==> src/rtl/capture_sequencer.sv <==
// Walks the move-generator core through victim/aggressor searches in MVV-LVA order
// and streams every discovered capture to the host over a valid/ready port.
module capture_sequencer #(
   parameter int SETTLE_CYCLES = 2
) (
   input  logic       clk,
   input  logic       rst_n,
   input  logic       start,
   input  logic       abort,
   output logic       busy,
   output logic       done,
   output logic       illegal,
   output logic [7:0] cmd_addr,
   output logic [7:0] cmd_data,
   input  logic [7:0] core_result,
   output logic       move_valid,
   input  logic       move_ready,
   output logic [5:0] move_from,
   output logic [5:0] move_to,
   output logic [7:0] move_count
);

   localparam int CW = $clog2(SETTLE_CYCLES + 1);
   localparam logic [CW-1:0] SETTLE_LD = CW'(SETTLE_CYCLES);

   typedef enum logic [3:0] {
      S_IDLE, S_INIT, S_VWAIT, S_AWAIT, S_EMIT, S_ADIS, S_RESTORE, S_VDIS, S_DONE
   } state_t;

   state_t          state_q;
   logic [CW-1:0]   wait_q;
   logic [15:0]     cmd_q;
   logic [63:0]     agg_mask_q;
   logic [5:0]      victim_q;
   logic [5:0]      move_from_q;
   logic [5:0]      move_to_q;
   logic [7:0]      move_count_q;
   logic            busy_q;
   logic            done_q;
   logic            illegal_q;
   logic            move_valid_q;
   logic [5:0]      low_sq;

   function automatic logic [15:0] find_aggr(input logic [5:0] s);
      return {6'b111100, s[5:4], s[3:0], 4'h0};
   endfunction

   function automatic logic [15:0] set_en(input logic [5:0] s, input logic v);
      return {6'b110100, s[5:4], s[3:0], 3'b000, v};
   endfunction

   // Lowest masked aggressor square; restores walk the mask upward from bit 0.
   always_comb begin
      low_sq = 6'd0;
      for (int i = 63; i >= 0; i--) begin
         if (agg_mask_q[i]) low_sq = 6'(i);
      end
   end

   always_ff @(posedge clk or negedge rst_n) begin
      if (!rst_n) begin
         state_q      <= S_IDLE;
         wait_q       <= '0;
         cmd_q        <= 16'h0000;
         agg_mask_q   <= 64'd0;
         victim_q     <= 6'd0;
         move_from_q  <= 6'd0;
         move_to_q    <= 6'd0;
         move_count_q <= 8'd0;
         busy_q       <= 1'b0;
         done_q       <= 1'b0;
         illegal_q    <= 1'b0;
         move_valid_q <= 1'b0;
      end else begin
         // Commands are single-cycle strobes; NOP unless a state drives one.
         cmd_q  <= 16'h0000;
         done_q <= 1'b0;
         if (abort) begin
            state_q      <= S_IDLE;
            busy_q       <= 1'b0;
            move_valid_q <= 1'b0;
            agg_mask_q   <= 64'd0;
         end else begin
            case (state_q)
               S_IDLE: begin
                  if (start) begin
                     illegal_q    <= 1'b0;
                     move_count_q <= 8'd0;
                     agg_mask_q   <= 64'd0;
                     busy_q       <= 1'b1;
                     cmd_q        <= 16'hC000;
                     state_q      <= S_INIT;
                  end
               end
               S_INIT: begin
                  cmd_q   <= 16'hE000;
                  wait_q  <= SETTLE_LD;
                  state_q <= S_VWAIT;
               end
               S_VWAIT: begin
                  if (wait_q != '0) begin
                     wait_q <= wait_q - 1'b1;
                  end else if (core_result[7]) begin
                     illegal_q <= 1'b1;
                     done_q    <= 1'b1;
                     state_q   <= S_DONE;
                  end else if (core_result[6]) begin
                     done_q  <= 1'b1;
                     state_q <= S_DONE;
                  end else begin
                     victim_q <= core_result[5:0];
                     cmd_q    <= find_aggr(core_result[5:0]);
                     wait_q   <= SETTLE_LD;
                     state_q  <= S_AWAIT;
                  end
               end
               S_AWAIT: begin
                  if (wait_q != '0) begin
                     wait_q <= wait_q - 1'b1;
                  end else if (core_result[6]) begin
                     state_q <= S_RESTORE;
                  end else begin
                     move_from_q  <= core_result[5:0];
                     move_to_q    <= victim_q;
                     move_valid_q <= 1'b1;
                     state_q      <= S_EMIT;
                  end
               end
               S_EMIT: begin
                  if (move_ready) begin
                     move_valid_q <= 1'b0;
                     if (move_count_q != 8'hFF) move_count_q <= move_count_q + 8'd1;
                     cmd_q                   <= set_en(move_from_q, 1'b0);
                     agg_mask_q[move_from_q] <= 1'b1;
                     state_q                 <= S_ADIS;
                  end
               end
               S_ADIS: begin
                  cmd_q   <= find_aggr(victim_q);
                  wait_q  <= SETTLE_LD;
                  state_q <= S_AWAIT;
               end
               S_RESTORE: begin
                  if (agg_mask_q != 64'd0) begin
                     cmd_q              <= set_en(low_sq, 1'b1);
                     agg_mask_q[low_sq] <= 1'b0;
                  end else begin
                     cmd_q   <= set_en(victim_q, 1'b0);
                     state_q <= S_VDIS;
                  end
               end
               S_VDIS: begin
                  cmd_q   <= 16'hE000;
                  wait_q  <= SETTLE_LD;
                  state_q <= S_VWAIT;
               end
               S_DONE: begin
                  busy_q  <= 1'b0;
                  state_q <= S_IDLE;
               end
               default: begin
                  busy_q  <= 1'b0;
                  state_q <= S_IDLE;
               end
            endcase
         end
      end
   end

   assign busy       = busy_q;
   assign done       = done_q;
   assign illegal    = illegal_q;
   assign cmd_addr   = cmd_q[15:8];
   assign cmd_data   = cmd_q[7:0];
   assign move_valid = move_valid_q;
   assign move_from  = move_from_q;
   assign move_to    = move_to_q;
   assign move_count = move_count_q;

endmodule

==> config.mk <==
export PLATFORM = sky130hd
export DESIGN_NAME = capture_sequencer
export DESIGN_NICKNAME = d
export VERILOG_FILES = /design/src/rtl/capture_sequencer.sv
export SDC_FILE = /design/constraint.sdc
export NUM_CORES = 1
export LEC_CHECK = 0
export ABC_AREA = 1
export CELL_PAD_IN_SITES_DETAIL_PLACEMENT = 0
export CELL_PAD_IN_SITES_GLOBAL_PLACEMENT = 2
export CORE_UTILIZATION = 35
export CTS_CLUSTER_DIAMETER = 50
export DETAILED_ROUTE_END_ITERATION = 6
export PLACE_DENSITY_LB_ADDON = 0.1
export SYNTH_ARGS = -nofsm -noshare
export SYNTH_HDL_FRONTEND = slang
export SYNTH_SLANG_ARGS = --single-unit
==> constraint.sdc <==
create_clock -name clk -period 7.65 [get_ports clk]
set_clock_uncertainty 0.15 [all_clocks]
set_input_delay 1.1475 -clock clk [delete_from_list [all_inputs] [get_ports clk]]
set_output_delay 1.1475 -clock clk [all_outputs]
set_load 0.1 [all_outputs]
==> qor.yml <==
min_path:
  min_delay_worst_endpoint: "agg_mask_q[55]"
  hold_class: "reg -> reg"
  hold_depth: 2
  min_from: "agg_mask_q[55]"
worst_setup_path:
  crit_type: "reg -> reg"
  r2r-end: "agg_mask_q[48]"
  r2r_setup_slack_ns: 2.58
  reg2regPathDepth: 68
  required_ns: 7.76
  worstPathArrival_ns: 5.18
  cpMaxStageDelayCell: "nand2_4"
  end_kind: "flip-flop"
  timing.rr.start: "agg_mask_q[63]"
  cp-start-kind: "flip-flop"
  cp_common_cell: "nand2_1"
  critPathMaxFanout: 33
  slowest_delay_ns: 0.47
synthesis:
  synth_edf_count: 0
  synthCells: 1226
  avgSynthCellArea_um2: 6.11
  synth_largest_area_cell: "dfrtp_1"
  yosysUniqueCellTypes: 32
  ys_ff_latch: 110
  yosys-top-cells-count: "535 x nand2_1, 149 x nor2_1, 122 x inv_1"
  synth_area_leaders: "dfrtp_1 37%, nand2_1 27%, nor2_1 7.5%"
  synthMuxAreaShare_pct: 0
  synth_most_common_cell: "nand2_1"
  synth-adder-area-share_pct: 0.501
  yosysTopAreaCellShare_pct: 36.8
  synth-compound-area-share_pct: 10.8
  synth_top_family_by_area: "simple AND/OR/NAND/NOR gates"
  yosys.area_share.simple_pct: 42.2
  ys_warn_count: 0
  syn_area_mm2: 0.00749
  synth_ff_type: "dfrtp_1"
  yosysSeqAreaShare_pct: 36.8
  synth_xor_xnor_area_share_pct: 0.117
  async_reset_ff_share_pct: 100
final_layout:
  diodes: 0
  post-route-cell-area_mm2: 0.00847
  fin_cells: 1527
  final_core_util_pct: 40.3
  drive_gt1_share_pct: 3.04
  fin_nets: 1263
  area.growth.synth_to_final_pct: 13.1
die:
  die_x_um: 148
  die_h_um: 148
  start_util_pct: 35.6
  core_mm2: 0.0210
  num_rows: 53
  dieArea_mm2: 0.0220
  pin_count: 53
cts:
  cts_tree: "built"
  clock_sinks: 110
  cts_root_buffer: "clkbuf_16"
  clk_latency_ns: 0.38
  cts_max_path_buffers: 2
  post_cts_buffers: 0
  hold_buffers: 0
  h-tree-depth: 3
  cts.clk_slew.worst_paths_ns: 0.09
  cts-resized-gates: 0
  cts_inserted_buffers: 9
timing:
  fin_crit_sh_pct: 66.2
  hold_violations: 0
  fin_tns_setup_ns: 0
  rsz0062_at_grt: "false"
  worst_slew_pin_slew_ns: 1.05
  setup_viol: 0
  clock.fmax_ghz: 0.197
  layout_min_cycle_time_ns: 5.07
  drv_slew: 0
  relSlewSlack_pct: 29.9
detailed_routing:
  via_count: 7716
  routed_via_density: 5.05
  drc_errors: 0
  wl_um: 26100
  wl_per_cell_um: 17.1
  drtIter0Drc: 606
  ant_nets: 0
  firstDrtPassIters: 7
power_and_ir_drop:
  finalPower_mw: 2.22
  p_sw_share_pct: 51.6
  pwr-share-comb_pct: 44.9
  internal-power_mw: 1.07
  p_leak_nw: 4.28
  powerDensity_mw_per_mm2: 262
  p_switching_mw: 1.14
  seqPwrFrac_pct: 32.0
  irDropWorstVdd_uv: 265
  pwr-share-clk_pct: 23.1
grt:
  grt_pass1_wl_um: 41600
  grt_max_degree: 68
  grt_use_total_pct: 24.8
  grt_pass1_vias: 7306
  grt_overflow_total: 0
  antenna_found_initial: 0
placed_design:
  place_congestion: 0.836
  hpwl_um: 16800
  io_buffers: 47
  placed_area_mm2: 0.00816
  dp.cells: 1511
run:
  maxCapViolations: 0
outcome:
  status: "finished, final reports clean"
[per-layer routing]
metal / routed length, um / share of wire (%) / vias to the layer above / GRT usage, %
li1: - / - / 3898 / -
met1: 12800 / 49 / 3593 / 35.3
met2: 11700 / 45 / 191 / 39.2
met3: 1070 / 4.1 / 34 / 3.34
met4: 480 / 1.8 / 0 / 6.70
met5: 0 / 0 / - / 0
[critical path, delay by kind of cell, from the launching register on]
| kind | cells | cell delay (ns) |
|---|---|---|
| flops | 1 | 0.42 |
| simple gates | 68 | 4.38 |
[final cells by class]
cell class	instances	area [um^2]
repair buffers	55	528
multi-input cells	944	4060
fillers	2284	12500
flip-flops and latches	110	2750
inverters	127	477
clock inverters	7	88.8
clock buffers	9	225
well taps	275	344
[cells in the final DEF (no fill, tap or decap), drive strengths merged, types with 7 or more instances in the layout]
cell / synthesis / routed
nand2: 538 / 538
clkbuf: 36 / 9
nor2: 149 / 149
inv: 125 / 128
clkdlybuf4s50: 0 / 46
a21oi: 20 / 20
nor3: 7 / 7
buf: 13 / 9
nand3: 59 / 59
dfrtp: 110 / 110
nand4: 34 / 34
o21ai: 92 / 92
[worst max path at each step]
stage	slack [ns]	startpoint	cells after the start	end
2_1_floorplan	3.85	agg_mask_q[61]	69	agg_mask_q[40]
3_3_place_gp	2.70	agg_mask_q[62]	69	agg_mask_q[36]
3_5_place_dp	2.63	agg_mask_q[63]	68	agg_mask_q[36]
4_1_cts	2.61	agg_mask_q[62]	69	agg_mask_q[10]
5_1_grt	1.93	agg_mask_q[62]	69	agg_mask_q[2]
6_report	2.58	agg_mask_q[63]	68	agg_mask_q[48]
[flip-flops by register name (all words and copies together), names as in the netlist]
register	cells
agg_mask_q	64
cmd_q	10
move_count	8
move_from	6
move_to	6
victim_q	6
state_q	4
wait_q	2
busy	1
done	1
illegal	1
move_valid	1
[kinds of logic (layout without fill, tap and decap cells)]
logic type	after synthesis	after routing
and+or+nand+nor	790	790
buffers and inverters	176	198
AOI/OAI and AO/OA	145	145
DFF	110	110
adders and majority gates	3	3
other	1	5
xor gates and xnor gates	1	1
[metrics by stage]
| stage | setup slack, ns | hold slack, ns |
|---|---|---|
| 2_1_floorplan | 3.85 | 0.299 |
| 3_3_place_gp | 2.70 | 0.318 |
| 3_5_place_dp | 2.63 | 0.323 |
| 4_1_cts | 2.61 | 0.346 |
| 5_1_grt | 1.93 | 0.364 |
| 6_report | 2.58 | 0.335 |
[power by group through the flow]
stage | clock network, mW | logic [mW] | registers, mW
after global placement | 0 | 0.997 | 0.722
after global routing | 0.546 | 1.06 | 0.719
after detailed placement | 0 | 0.993 | 0.719
after CTS | 0.524 | 0.996 | 0.709
final | 0.512 | 0.995 | 0.709
after floorplan | 0 | 0.382 | 1.01
Note: power is estimated with default switching activity, not from simulation.
